--- src/rtl/pipe_ctrl_unit.sv ---
`default_nettype none
// ============================================================================
//  Module   : pipe_ctrl_unit
//  Purpose  : Main decoder, ALU decoder and D->E->M->W control pipeline for
//             the 5-stage MIPS core. Decodes instrD, picks the destination
//             register, carries the control word down the pipe with per-stage
//             stall/flush and bubble insertion, and resolves beq/bne in M.
//  Ports    : clk, rst (async, active high)
//             instrD                     - instruction in Decode
//             stallE/flushE              - hold / clear D/E register
//             stallM/flushM              - hold / clear E/M register
//             zeroM                      - ALU zero flag of the M instruction
//             jumpD, jump_regD, branchD  - combinational Decode outputs
//             alusrcE, zero_extE, alucontrolE, regwriteE, memtoregE, wregE
//             regwriteM, memtoregM, memwriteM, linkM, wregM, pcsrcM, illegalM
//             regwriteW, memtoregW, linkW, wregW
//  Config   : CTRL_ILLEGAL_EN - when defined, unknown encodings carry an
//             illegal bit through E and M (illegalM); otherwise they decode
//             to an all-zero control word and illegalM is tied low.
//  Revision : 1.0 - initial release
// ============================================================================
module pipe_ctrl_unit #(
    parameter int          ALUCTRL_W = 4,
    parameter int unsigned LINK_REG  = 31
) (
    input  logic                 clk,
    input  logic                 rst,
    input  logic [31:0]          instrD,
    input  logic                 stallE,
    input  logic                 flushE,
    input  logic                 stallM,
    input  logic                 flushM,
    input  logic                 zeroM,
    output logic                 jumpD,
    output logic                 jump_regD,
    output logic                 branchD,
    output logic                 alusrcE,
    output logic                 zero_extE,
    output logic [ALUCTRL_W-1:0] alucontrolE,
    output logic                 regwriteE,
    output logic                 regwriteM,
    output logic                 regwriteW,
    output logic                 memtoregE,
    output logic                 memtoregM,
    output logic                 memtoregW,
    output logic                 memwriteM,
    output logic                 linkM,
    output logic                 linkW,
    output logic [4:0]           wregE,
    output logic [4:0]           wregM,
    output logic [4:0]           wregW,
    output logic                 pcsrcM,
    output logic                 illegalM
);

    // ------------------------------------------------------------------
    // Encodings
    // ------------------------------------------------------------------
    localparam logic [4:0] C_LINK_REG = LINK_REG[4:0];

    localparam logic [5:0] C_OP_RTYPE = 6'h00;
    localparam logic [5:0] C_OP_J     = 6'h02;
    localparam logic [5:0] C_OP_JAL   = 6'h03;
    localparam logic [5:0] C_OP_BEQ   = 6'h04;
    localparam logic [5:0] C_OP_BNE   = 6'h05;
    localparam logic [5:0] C_OP_ADDI  = 6'h08;
    localparam logic [5:0] C_OP_ADDIU = 6'h09;
    localparam logic [5:0] C_OP_SLTI  = 6'h0A;
    localparam logic [5:0] C_OP_ANDI  = 6'h0C;
    localparam logic [5:0] C_OP_ORI   = 6'h0D;
    localparam logic [5:0] C_OP_XORI  = 6'h0E;
    localparam logic [5:0] C_OP_LUI   = 6'h0F;
    localparam logic [5:0] C_OP_LW    = 6'h23;
    localparam logic [5:0] C_OP_SW    = 6'h2B;

    localparam logic [5:0] C_FN_JR    = 6'h08;
    localparam logic [5:0] C_FN_JALR  = 6'h09;
    localparam logic [5:0] C_FN_ADD   = 6'h20;
    localparam logic [5:0] C_FN_ADDU  = 6'h21;
    localparam logic [5:0] C_FN_SUB   = 6'h22;
    localparam logic [5:0] C_FN_SUBU  = 6'h23;
    localparam logic [5:0] C_FN_AND   = 6'h24;
    localparam logic [5:0] C_FN_OR    = 6'h25;
    localparam logic [5:0] C_FN_XOR   = 6'h26;
    localparam logic [5:0] C_FN_NOR   = 6'h27;
    localparam logic [5:0] C_FN_SLT   = 6'h2A;

    localparam logic [3:0] C_ALU_AND  = 4'b0000;
    localparam logic [3:0] C_ALU_OR   = 4'b0001;
    localparam logic [3:0] C_ALU_ADD  = 4'b0010;
    localparam logic [3:0] C_ALU_XOR  = 4'b0011;
    localparam logic [3:0] C_ALU_NOR  = 4'b0100;
    localparam logic [3:0] C_ALU_LUI  = 4'b0101;
    localparam logic [3:0] C_ALU_SUB  = 4'b0110;
    localparam logic [3:0] C_ALU_SLT  = 4'b0111;

    // ------------------------------------------------------------------
    // Control words per stage. Each stage keeps only what it or a later
    // stage consumes; an all-zero word is a bubble.
    // ------------------------------------------------------------------
    typedef struct packed {
        logic       regwrite;
        logic       memtoreg;
        logic       memwrite;
        logic       branch;
        logic       bne;
        logic       alusrc;
        logic       zero_ext;
        logic       link;
        logic [3:0] alu;
        logic [4:0] wreg;
    } e_ctrl_t;

    typedef struct packed {
        logic       regwrite;
        logic       memtoreg;
        logic       memwrite;
        logic       branch;
        logic       bne;
        logic       link;
        logic [4:0] wreg;
    } m_ctrl_t;

    typedef struct packed {
        logic       regwrite;
        logic       memtoreg;
        logic       link;
        logic [4:0] wreg;
    } w_ctrl_t;

    logic [5:0] w_op;
    logic [5:0] w_funct;
    logic [4:0] w_rt;
    logic [4:0] w_rd;
    e_ctrl_t    w_dec;
    logic       w_jump;
    logic       w_jump_reg;
    logic       w_illegal;
    m_ctrl_t    w_e_to_m;
    w_ctrl_t    w_m_to_w;

    e_ctrl_t    r_e;
    m_ctrl_t    r_m;
    w_ctrl_t    r_w;

    assign w_op    = instrD[31:26];
    assign w_funct = instrD[5:0];
    assign w_rt    = instrD[20:16];
    assign w_rd    = instrD[15:11];

    // rs and shamt are datapath concerns; the illegal flag is only stored
    // when the illegal-instruction feature is built in.
    logic w_unused;
    assign w_unused = ^{w_illegal, instrD[25:21], instrD[10:6]};

    // ------------------------------------------------------------------
    // Main + ALU decoder. Anything not matched leaves the word at zero
    // and raises w_illegal. Jumps carry ALU code 0000 (unused by datapath).
    // ------------------------------------------------------------------
    always_comb begin
        w_dec      = '0;
        w_jump     = 1'b0;
        w_jump_reg = 1'b0;
        w_illegal  = 1'b0;
        case (w_op)
            C_OP_RTYPE: begin
                case (w_funct)
                    C_FN_ADD, C_FN_ADDU: begin
                        w_dec.regwrite = 1'b1;
                        w_dec.alu      = C_ALU_ADD;
                        w_dec.wreg     = w_rd;
                    end
                    C_FN_SUB, C_FN_SUBU: begin
                        w_dec.regwrite = 1'b1;
                        w_dec.alu      = C_ALU_SUB;
                        w_dec.wreg     = w_rd;
                    end
                    C_FN_AND: begin
                        w_dec.regwrite = 1'b1;
                        w_dec.alu      = C_ALU_AND;
                        w_dec.wreg     = w_rd;
                    end
                    C_FN_OR: begin
                        w_dec.regwrite = 1'b1;
                        w_dec.alu      = C_ALU_OR;
                        w_dec.wreg     = w_rd;
                    end
                    C_FN_XOR: begin
                        w_dec.regwrite = 1'b1;
                        w_dec.alu      = C_ALU_XOR;
                        w_dec.wreg     = w_rd;
                    end
                    C_FN_NOR: begin
                        w_dec.regwrite = 1'b1;
                        w_dec.alu      = C_ALU_NOR;
                        w_dec.wreg     = w_rd;
                    end
                    C_FN_SLT: begin
                        w_dec.regwrite = 1'b1;
                        w_dec.alu      = C_ALU_SLT;
                        w_dec.wreg     = w_rd;
                    end
                    C_FN_JR: begin
                        w_jump     = 1'b1;
                        w_jump_reg = 1'b1;
                    end
                    C_FN_JALR: begin
                        w_jump         = 1'b1;
                        w_jump_reg     = 1'b1;
                        w_dec.regwrite = 1'b1;
                        w_dec.link     = 1'b1;
                        w_dec.wreg     = w_rd;
                    end
                    default: w_illegal = 1'b1;
                endcase
            end
            C_OP_LW: begin
                w_dec.regwrite = 1'b1;
                w_dec.memtoreg = 1'b1;
                w_dec.alusrc   = 1'b1;
                w_dec.alu      = C_ALU_ADD;
                w_dec.wreg     = w_rt;
            end
            C_OP_SW: begin
                w_dec.memwrite = 1'b1;
                w_dec.alusrc   = 1'b1;
                w_dec.alu      = C_ALU_ADD;
            end
            C_OP_BEQ: begin
                w_dec.branch = 1'b1;
                w_dec.alu    = C_ALU_SUB;
            end
            C_OP_BNE: begin
                w_dec.branch = 1'b1;
                w_dec.bne    = 1'b1;
                w_dec.alu    = C_ALU_SUB;
            end
            C_OP_ADDI, C_OP_ADDIU: begin
                w_dec.regwrite = 1'b1;
                w_dec.alusrc   = 1'b1;
                w_dec.alu      = C_ALU_ADD;
                w_dec.wreg     = w_rt;
            end
            C_OP_ANDI: begin
                w_dec.regwrite = 1'b1;
                w_dec.alusrc   = 1'b1;
                w_dec.zero_ext = 1'b1;
                w_dec.alu      = C_ALU_AND;
                w_dec.wreg     = w_rt;
            end
            C_OP_ORI: begin
                w_dec.regwrite = 1'b1;
                w_dec.alusrc   = 1'b1;
                w_dec.zero_ext = 1'b1;
                w_dec.alu      = C_ALU_OR;
                w_dec.wreg     = w_rt;
            end
            C_OP_XORI: begin
                w_dec.regwrite = 1'b1;
                w_dec.alusrc   = 1'b1;
                w_dec.zero_ext = 1'b1;
                w_dec.alu      = C_ALU_XOR;
                w_dec.wreg     = w_rt;
            end
            C_OP_SLTI: begin
                w_dec.regwrite = 1'b1;
                w_dec.alusrc   = 1'b1;
                w_dec.alu      = C_ALU_SLT;
                w_dec.wreg     = w_rt;
            end
            C_OP_LUI: begin
                w_dec.regwrite = 1'b1;
                w_dec.alusrc   = 1'b1;
                w_dec.alu      = C_ALU_LUI;
                w_dec.wreg     = w_rt;
            end
            C_OP_J: begin
                w_jump = 1'b1;
            end
            C_OP_JAL: begin
                w_jump         = 1'b1;
                w_dec.regwrite = 1'b1;
                w_dec.link     = 1'b1;
                w_dec.wreg     = C_LINK_REG;
            end
            default: w_illegal = 1'b1;
        endcase
    end

    assign jumpD     = w_jump;
    assign jump_regD = w_jump_reg;
    assign branchD   = w_dec.branch;

    // ------------------------------------------------------------------
    // D/E register: flush wins over stall.
    // ------------------------------------------------------------------
    always_ff @(posedge clk or posedge rst) begin
        if (rst) begin
            r_e <= '0;
        end else if (flushE) begin
            r_e <= '0;
        end else if (!stallE) begin
            r_e <= w_dec;
        end
    end

    assign w_e_to_m = '{regwrite: r_e.regwrite, memtoreg: r_e.memtoreg,
                        memwrite: r_e.memwrite, branch:   r_e.branch,
                        bne:      r_e.bne,      link:     r_e.link,
                        wreg:     r_e.wreg};

    // ------------------------------------------------------------------
    // E/M register. While E is stalled but M is free to advance, M takes
    // a bubble so the held E instruction is not issued twice.
    // ------------------------------------------------------------------
    always_ff @(posedge clk or posedge rst) begin
        if (rst) begin
            r_m <= '0;
        end else if (flushM) begin
            r_m <= '0;
        end else if (!stallM) begin
            r_m <= stallE ? '0 : w_e_to_m;
        end
    end

    assign w_m_to_w = '{regwrite: r_m.regwrite, memtoreg: r_m.memtoreg,
                        link:     r_m.link,     wreg:     r_m.wreg};

    // ------------------------------------------------------------------
    // M/W register: W never stalls, so a held M instruction is followed
    // by a bubble in W.
    // ------------------------------------------------------------------
    always_ff @(posedge clk or posedge rst) begin
        if (rst) begin
            r_w <= '0;
        end else begin
            r_w <= stallM ? '0 : w_m_to_w;
        end
    end

    // ------------------------------------------------------------------
    // Illegal-instruction tracking
    // ------------------------------------------------------------------
`ifdef CTRL_ILLEGAL_EN
    logic r_ill_e;
    logic r_ill_m;

    always_ff @(posedge clk or posedge rst) begin
        if (rst) begin
            r_ill_e <= 1'b0;
        end else if (flushE) begin
            r_ill_e <= 1'b0;
        end else if (!stallE) begin
            r_ill_e <= w_illegal;
        end
    end

    always_ff @(posedge clk or posedge rst) begin
        if (rst) begin
            r_ill_m <= 1'b0;
        end else if (flushM) begin
            r_ill_m <= 1'b0;
        end else if (!stallM) begin
            r_ill_m <= stallE ? 1'b0 : r_ill_e;
        end
    end

    assign illegalM = r_ill_m;
`else
    assign illegalM = 1'b0;
`endif

    // ------------------------------------------------------------------
    // Stage outputs
    // ------------------------------------------------------------------
    generate
        if (ALUCTRL_W > 4) begin : g_alu_ext
            assign alucontrolE = {{(ALUCTRL_W-4){1'b0}}, r_e.alu};
        end else begin : g_alu_exact
            assign alucontrolE = r_e.alu;
        end
    endgenerate

    assign alusrcE   = r_e.alusrc;
    assign zero_extE = r_e.zero_ext;
    assign regwriteE = r_e.regwrite;
    assign memtoregE = r_e.memtoreg;
    assign wregE     = r_e.wreg;

    assign regwriteM = r_m.regwrite;
    assign memtoregM = r_m.memtoreg;
    assign memwriteM = r_m.memwrite;
    assign linkM     = r_m.link;
    assign wregM     = r_m.wreg;

    // bne inverts the sense of the zero flag.
    assign pcsrcM    = r_m.branch & (zeroM ^ r_m.bne);

    assign regwriteW = r_w.regwrite;
    assign memtoregW = r_w.memtoreg;
    assign linkW     = r_w.link;
    assign wregW     = r_w.wreg;

endmodule
`default_nettype wire

--- config.mk ---
export PLATFORM = sky130hd
export DESIGN_NAME = pipe_ctrl_unit
export DESIGN_NICKNAME = d
export VERILOG_FILES = /design/src/rtl/pipe_ctrl_unit.sv
export SDC_FILE = /design/constraint.sdc
export NUM_CORES = 1
export LEC_CHECK = 0
export CAP_MARGIN = 0
export CELL_PAD_IN_SITES_DETAIL_PLACEMENT = 0
export CELL_PAD_IN_SITES_GLOBAL_PLACEMENT = 2
export CORE_ASPECT_RATIO = 1.25
export CORE_UTILIZATION = 28
export CTS_BUF_LIST = sky130_fd_sc_hd__clkbuf_4
export DETAILED_ROUTE_END_ITERATION = 12
export GPL_TIMING_DRIVEN = 0
export PLACE_DENSITY = 0.9
export SLEW_MARGIN = 20
export SYNTH_ARGS = -nofsm -noshare
export SYNTH_HDL_FRONTEND = slang
export SYNTH_SLANG_ARGS = --single-unit
export TNS_END_PERCENT = 20
--- constraint.sdc ---
create_clock -name clk -period 4.4 [get_ports clk]
set_input_delay 0.88 -clock clk [delete_from_list [all_inputs] [get_ports clk]]
set_output_delay 0.88 -clock clk [all_outputs]
set_load 0.05 [all_outputs]
## Yosys cells after proc, flatten, opt, wreduce, memory -nomap -nowiden

Index checks and enable logic that the tools add are counted.

| operators by class | value |
|---|---|
| mux-type cells | 23 |
| reductions and logical operators | 12 |
| bitwise gates (word level) | 2 |
| equal/unequal tests | 26 |

Operators with widths:

| kind | count |
|---|---|
| $eq 6x6->1 const B | 11 |
| $eq 6x4->1 const B | 9 |
| $mux 17 | 2 |
| $mux 11 | 3 |
| $pmux 4 s7 | 1 |
| $pmux 3 s6 | 1 |
| $reduce_or 9->1 | 2 |
| $pmux 5 s3 | 1 |
| $eq 6x2->1 const B | 2 |
| $eq 6x3->1 const B | 2 |
| $mux 1 | 10 |
| $reduce_or 10->1 | 1 |
| $reduce_or 2->1 | 5 |
| $mux 8 | 1 |
| $reduce_or 8->1 | 1 |
| $logic_not 6->1 | 1 |
| $pmux 1 s2 | 3 |
| $mux 5 | 1 |
| $ne 2x1->1 const B | 2 |
| $reduce_or 4->1 | 1 |
| $reduce_or 3->1 | 1 |
| $and 1x1->1 | 1 |
| $xor 1x1->1 | 1 |

| storage, ports and cells | value |
|---|---|
| output and inout port bits | 35 |
| bits of input ports | 39 |
| register bits | 36 |

## Longest topological paths before layout

| logic depth | value |
|---|---|
| word-level depth | 6 |
| gate-level depth with buffers | 6 |
| mapped depth without buffers | 5 |

## Worst setup path before layout

No wires, ideal clock.

| timing path | value |
|---|---|
| path kind | in2out |
| start point | input port instrD[27] |
| end point | output port branchD |
| data required time | 3.520 ns |
| arrival | 2.625 ns |
| path slack | 0.895 ns |
| cell stages on the path | 3 |
| path buffers | 1 |
| cell sequence | clkbuf_8 -> or3_2 -> nor3_1 |

| between the ends | value |
|---|---|
| cells in the longest elaborated chain, start to end | 3 |
| elaborated cells on any way between the ends | 4 |
| classes of those cells | eq/ne: 2; mux: 1; reduce/logical: 1 |

Ends and longest elaborated chain:

| what | RTL line | text |
|---|---|---|
| start, declared | 28 | `input logic [31:0] instrD,` |
| $eq 6x3->1 | n/a |  |
| $reduce_or 2->1 (no source line) (*) | n/a |  |
| $mux 1 (*) | 165 | `case (w_op)` |
| end, declared | 36 | `output logic branchD,` |

Mark *: on every way between the ends. The rest lies on a longest branch, timed or not.

## Worst setup path in the final report

| timing path | value |
|---|---|
| start point | input port instrD[29] |
| end point | output port jumpD |

| between the ends | value |
|---|---|
| cells in the longest elaborated chain, start to end | 3 |
| elaborated cells on any way between the ends | 5 |
| classes of those cells | eq/ne: 2; mux: 1; reduce/logical: 2 |

Ends and longest elaborated chain:

| what | RTL line | text |
|---|---|---|
| $eq 6x2->1 | 165 |  |
| $reduce_or 2->1 (no source line) | n/a |  |
| $pmux 1 s2 (*) | 165 |  |
| end, declared | 34 | `output logic jumpD,` |

Marks and branches as above.

==> metrics.txt <==
status completed; largest net degree at the start of global routing 36; Setup CP Type in -> out; # rows 33; first-pass GRT wire length 7.78 mm; Die ar. 0.00740 mm2; GPL Wtd Cong 0.742; worst min path class reg -> reg; CP Capture Type primary output; Worst setup SP type input pin; core area 0.00669 mm2; CP max stage delay 0.82 ns; pre-CTS setup slack 0.232 ns; sequential cell area 876 um2; clk slew on worst S/H paths 0.10 ns; cell family with most CP delay buffers and inverters; Tmin final 4.18 ns; WP data arrival 3.30 ns; clk buf depth 2; number of global-route vias before repair 1,531; Mapped Cells 212; Fill cells 691; Pre-antenna DRT Iters 4; Die W 77.1 um; Rel. slew slack 52.7%; die boundary height 95.9 um; power density over the cells 218 mW/mm2; Cell Chain, Critical Path clkdlybuf4s50_1 > or4_4 > nor2b_4 > and4b_4 > o21bai_1 > clkdlybuf4s50_1; max-slew violations 0; Seq/Total Area, Yosys 44.3%; hold depth 2; Post-synth EDFFs 0; vias per cell 4.63; RR Startpoint memtoregE; total gr overflow 0; WP buf/inv 2; synth-to-layout area growth 36.9%; GRT Overall Usage 13.5%; Reg2Reg Depth 3; PostCTS Resize Cnt 0; CTS Hold Bufs 0; setup tns final 0 ns; Routed Antenna Nets 0; antenna cell count 0; asr flop ratio synth 100%; CTS root buf clkbuf_4; layout cells sized above 1 13.0%; Syn Area/Cell 9.32 um2; flop and latch count out of synthesis 35; DRT Wirelength 4.81 mm; critical path fanouts, max 6; maximum clock frequency 239 MHz; latest clock arrival within the worst-skew pair 0.32 ns; Netlist cell types 50; Initial Util 29.5%; max_cap viols 0; PortBufs 57; vias 1,686; clk sinks 35; CP max stage cell clkdlybuf4s50_1; Worst Hold Path EP alucontrolE[2]; post-route setup slack 0.220 ns; Tightest Pin Transition 0.709 ns; Max VDD drop 0.0000804 V; Setup Fix Bufs, Post-CTS 0; CP required 3.52 ns; Fin. Hold Viols 0; hold path startpoint alucontrolE[2]; leakage power 1.11 nW; worst clock skew 0.00692 ns; post-route clock period utilization 95.0%; I/O pin count 74; Multi-input gate area 888 um2; Post-Synthesis Cell Area 0.00198 mm2; initial antenna violation count 0; most common flop cell mapped by yosys dfrtp_1; detailed-route DRC error count 0; CTS Buf Count 5; r2r endpoint memtoregM; RSZ-0062 raised after global routing false; endpoints failing setup 0; Synth warnings 0; htree depth 2; Nets 316; CTS tree yes; Starting DRT DRC Count 21; most used cell, CP clkdlybuf4s50_1; WL/cell 13.2 um; R2R setup slack 3.53 ns; post-detail-place hpwl 3.69 mm
==> registers in the layout, indices dropped and copies added (netlist names), 2 cells and up <==
register	count
r_e	4
r_m	2
wregM	5
wregE	5
wregW	5
alucontrolE	3
==> metrics by stage <==
| stage | utilization [%] | cells | power [W] | cell area, um2 | hold slack, ns |
|---|---|---|---|---|---|
| floorplan | - | 213 | 0.000395 | 1980 | 0.451 |
| global placement | 39.7 | 357 | 0.000440 | 2660 | 0.464 |
| detailed placement | 39.7 | 357 | 0.000440 | 2660 | 0.481 |
| CTS | 40.4 | 364 | 0.000601 | 2710 | 0.509 |
| global route | 40.4 | 364 | 0.000624 | 2710 | 0.548 |
| finish | 40.4 | 364 | 0.000591 | 2710 | 0.498 |
==> synth_stat cells (all sizes together), types with 2 or more instances <==
library cell | count | share of area (%)
a21oi | 18 | 4.6
inv | 4 | 0.76
dfrtp | 35 | 44
nor2 | 18 | 3.4
nand3 | 3 | 0.76
a31oi | 4 | 1.3
nand3b | 3 | 1.1
nor3 | 7 | 2.0
xnor2 | 2 | 0.89
a211oi | 3 | 1.4
nor3b | 11 | 4.2
a22oi | 2 | 0.76
nor2b | 13 | 4.5
buf | 18 | 6.7
o21bai | 2 | 0.76
nand2b | 3 | 0.95
nand2 | 15 | 2.8
a221oi | 5 | 2.2
clkbuf | 10 | 2.9
xor2 | 2 | 0.89
o21ai | 12 | 3.0
a32o | 2 | 1.0
==> logic make-up after synthesis <==
logic type	Yosys count	synth area share, %
AO/OA/AOI/OAI	52	16.7
XOR/XNOR	4	1.77
buffers and inverters	33	10.9
flip-flops	35	44.3
multiplexers	1	0.507
other	1	0.190
AND/OR/NAND/NOR	86	25.6
==> tightest hold or removal path, delay by kind of cell (launching register included) <==
kind,cells,cell delay [ns]
DFF,1,0.36
AOI/OAI and AO/OA,1,0.06
and+or+nand+nor,1,0.05
==> area by class of cell <==
cell class / count / share of cell area (%)
repair buffers: 57 / 21.1
multi-input cells: 145 / 32.8
flip-flops and latches: 35 / 32.4
clock inverters: 2 / 0.324
clock buffers: 5 / 1.39
inverters: 4 / 0.555
well taps: 87 / 4.02
plain buffers: 29 / 7.40
==> worst max path at each step <==
| stage | cells after the start | from | endpoint |
|---|---|---|---|
| finish | 6 | instrD[29] | jumpD |
| global placement | 6 | instrD[31] | jumpD |
| detailed placement | 6 | instrD[31] | jumpD |
| floorplan | 3 | instrD[27] | branchD |
| global route | 6 | instrD[29] | jumpD |
| CTS | 6 | instrD[31] | jumpD |
==> cell usage in the layout (no fill, tap or decap), drive strengths merged, types with 3 or more instances in the layout <==
| master | synthesis | routed |
|---|---|---|
| clkdlybuf4s50 | 0 | 57 |
| dfrtp | 35 | 35 |
| nor2 | 18 | 18 |
| a21oi | 18 | 18 |
| buf | 18 | 18 |
| nand2 | 15 | 15 |
| clkbuf | 10 | 15 |
| nor2b | 13 | 13 |
| o21ai | 12 | 12 |
| nor3b | 11 | 11 |
| nor3 | 7 | 7 |
| a221oi | 5 | 5 |
| a31oi | 4 | 4 |
| inv | 4 | 4 |
| nand3b | 3 | 3 |
| nand2b | 3 | 3 |
| nand3 | 3 | 3 |
| a211oi | 3 | 3 |
==> per-layer routing <==
layer | vias up | GRT usage (%) | part of all wire [%] | wire length (um)
met5 | - | 0 | 0 | 0
met1 | 775 | 15.9 | 43 | 2080
met2 | 49 | 24.6 | 52 | 2490
met3 | 2 | 2.94 | 4.5 | 216
li1 | 860 | - | - | -
met4 | 0 | 3.77 | 0.39 | 19
==> power by group <==
group | leakage [nW] | switching (W) | internal [W]
combinational | 0.596 | 0.0000617 | 0.0000456
sequential | 0.487 | 0.00000166 | 0.000324
clock | 0.0285 | 0.000101 | 0.0000566
(Power assumes the default switching activity.)
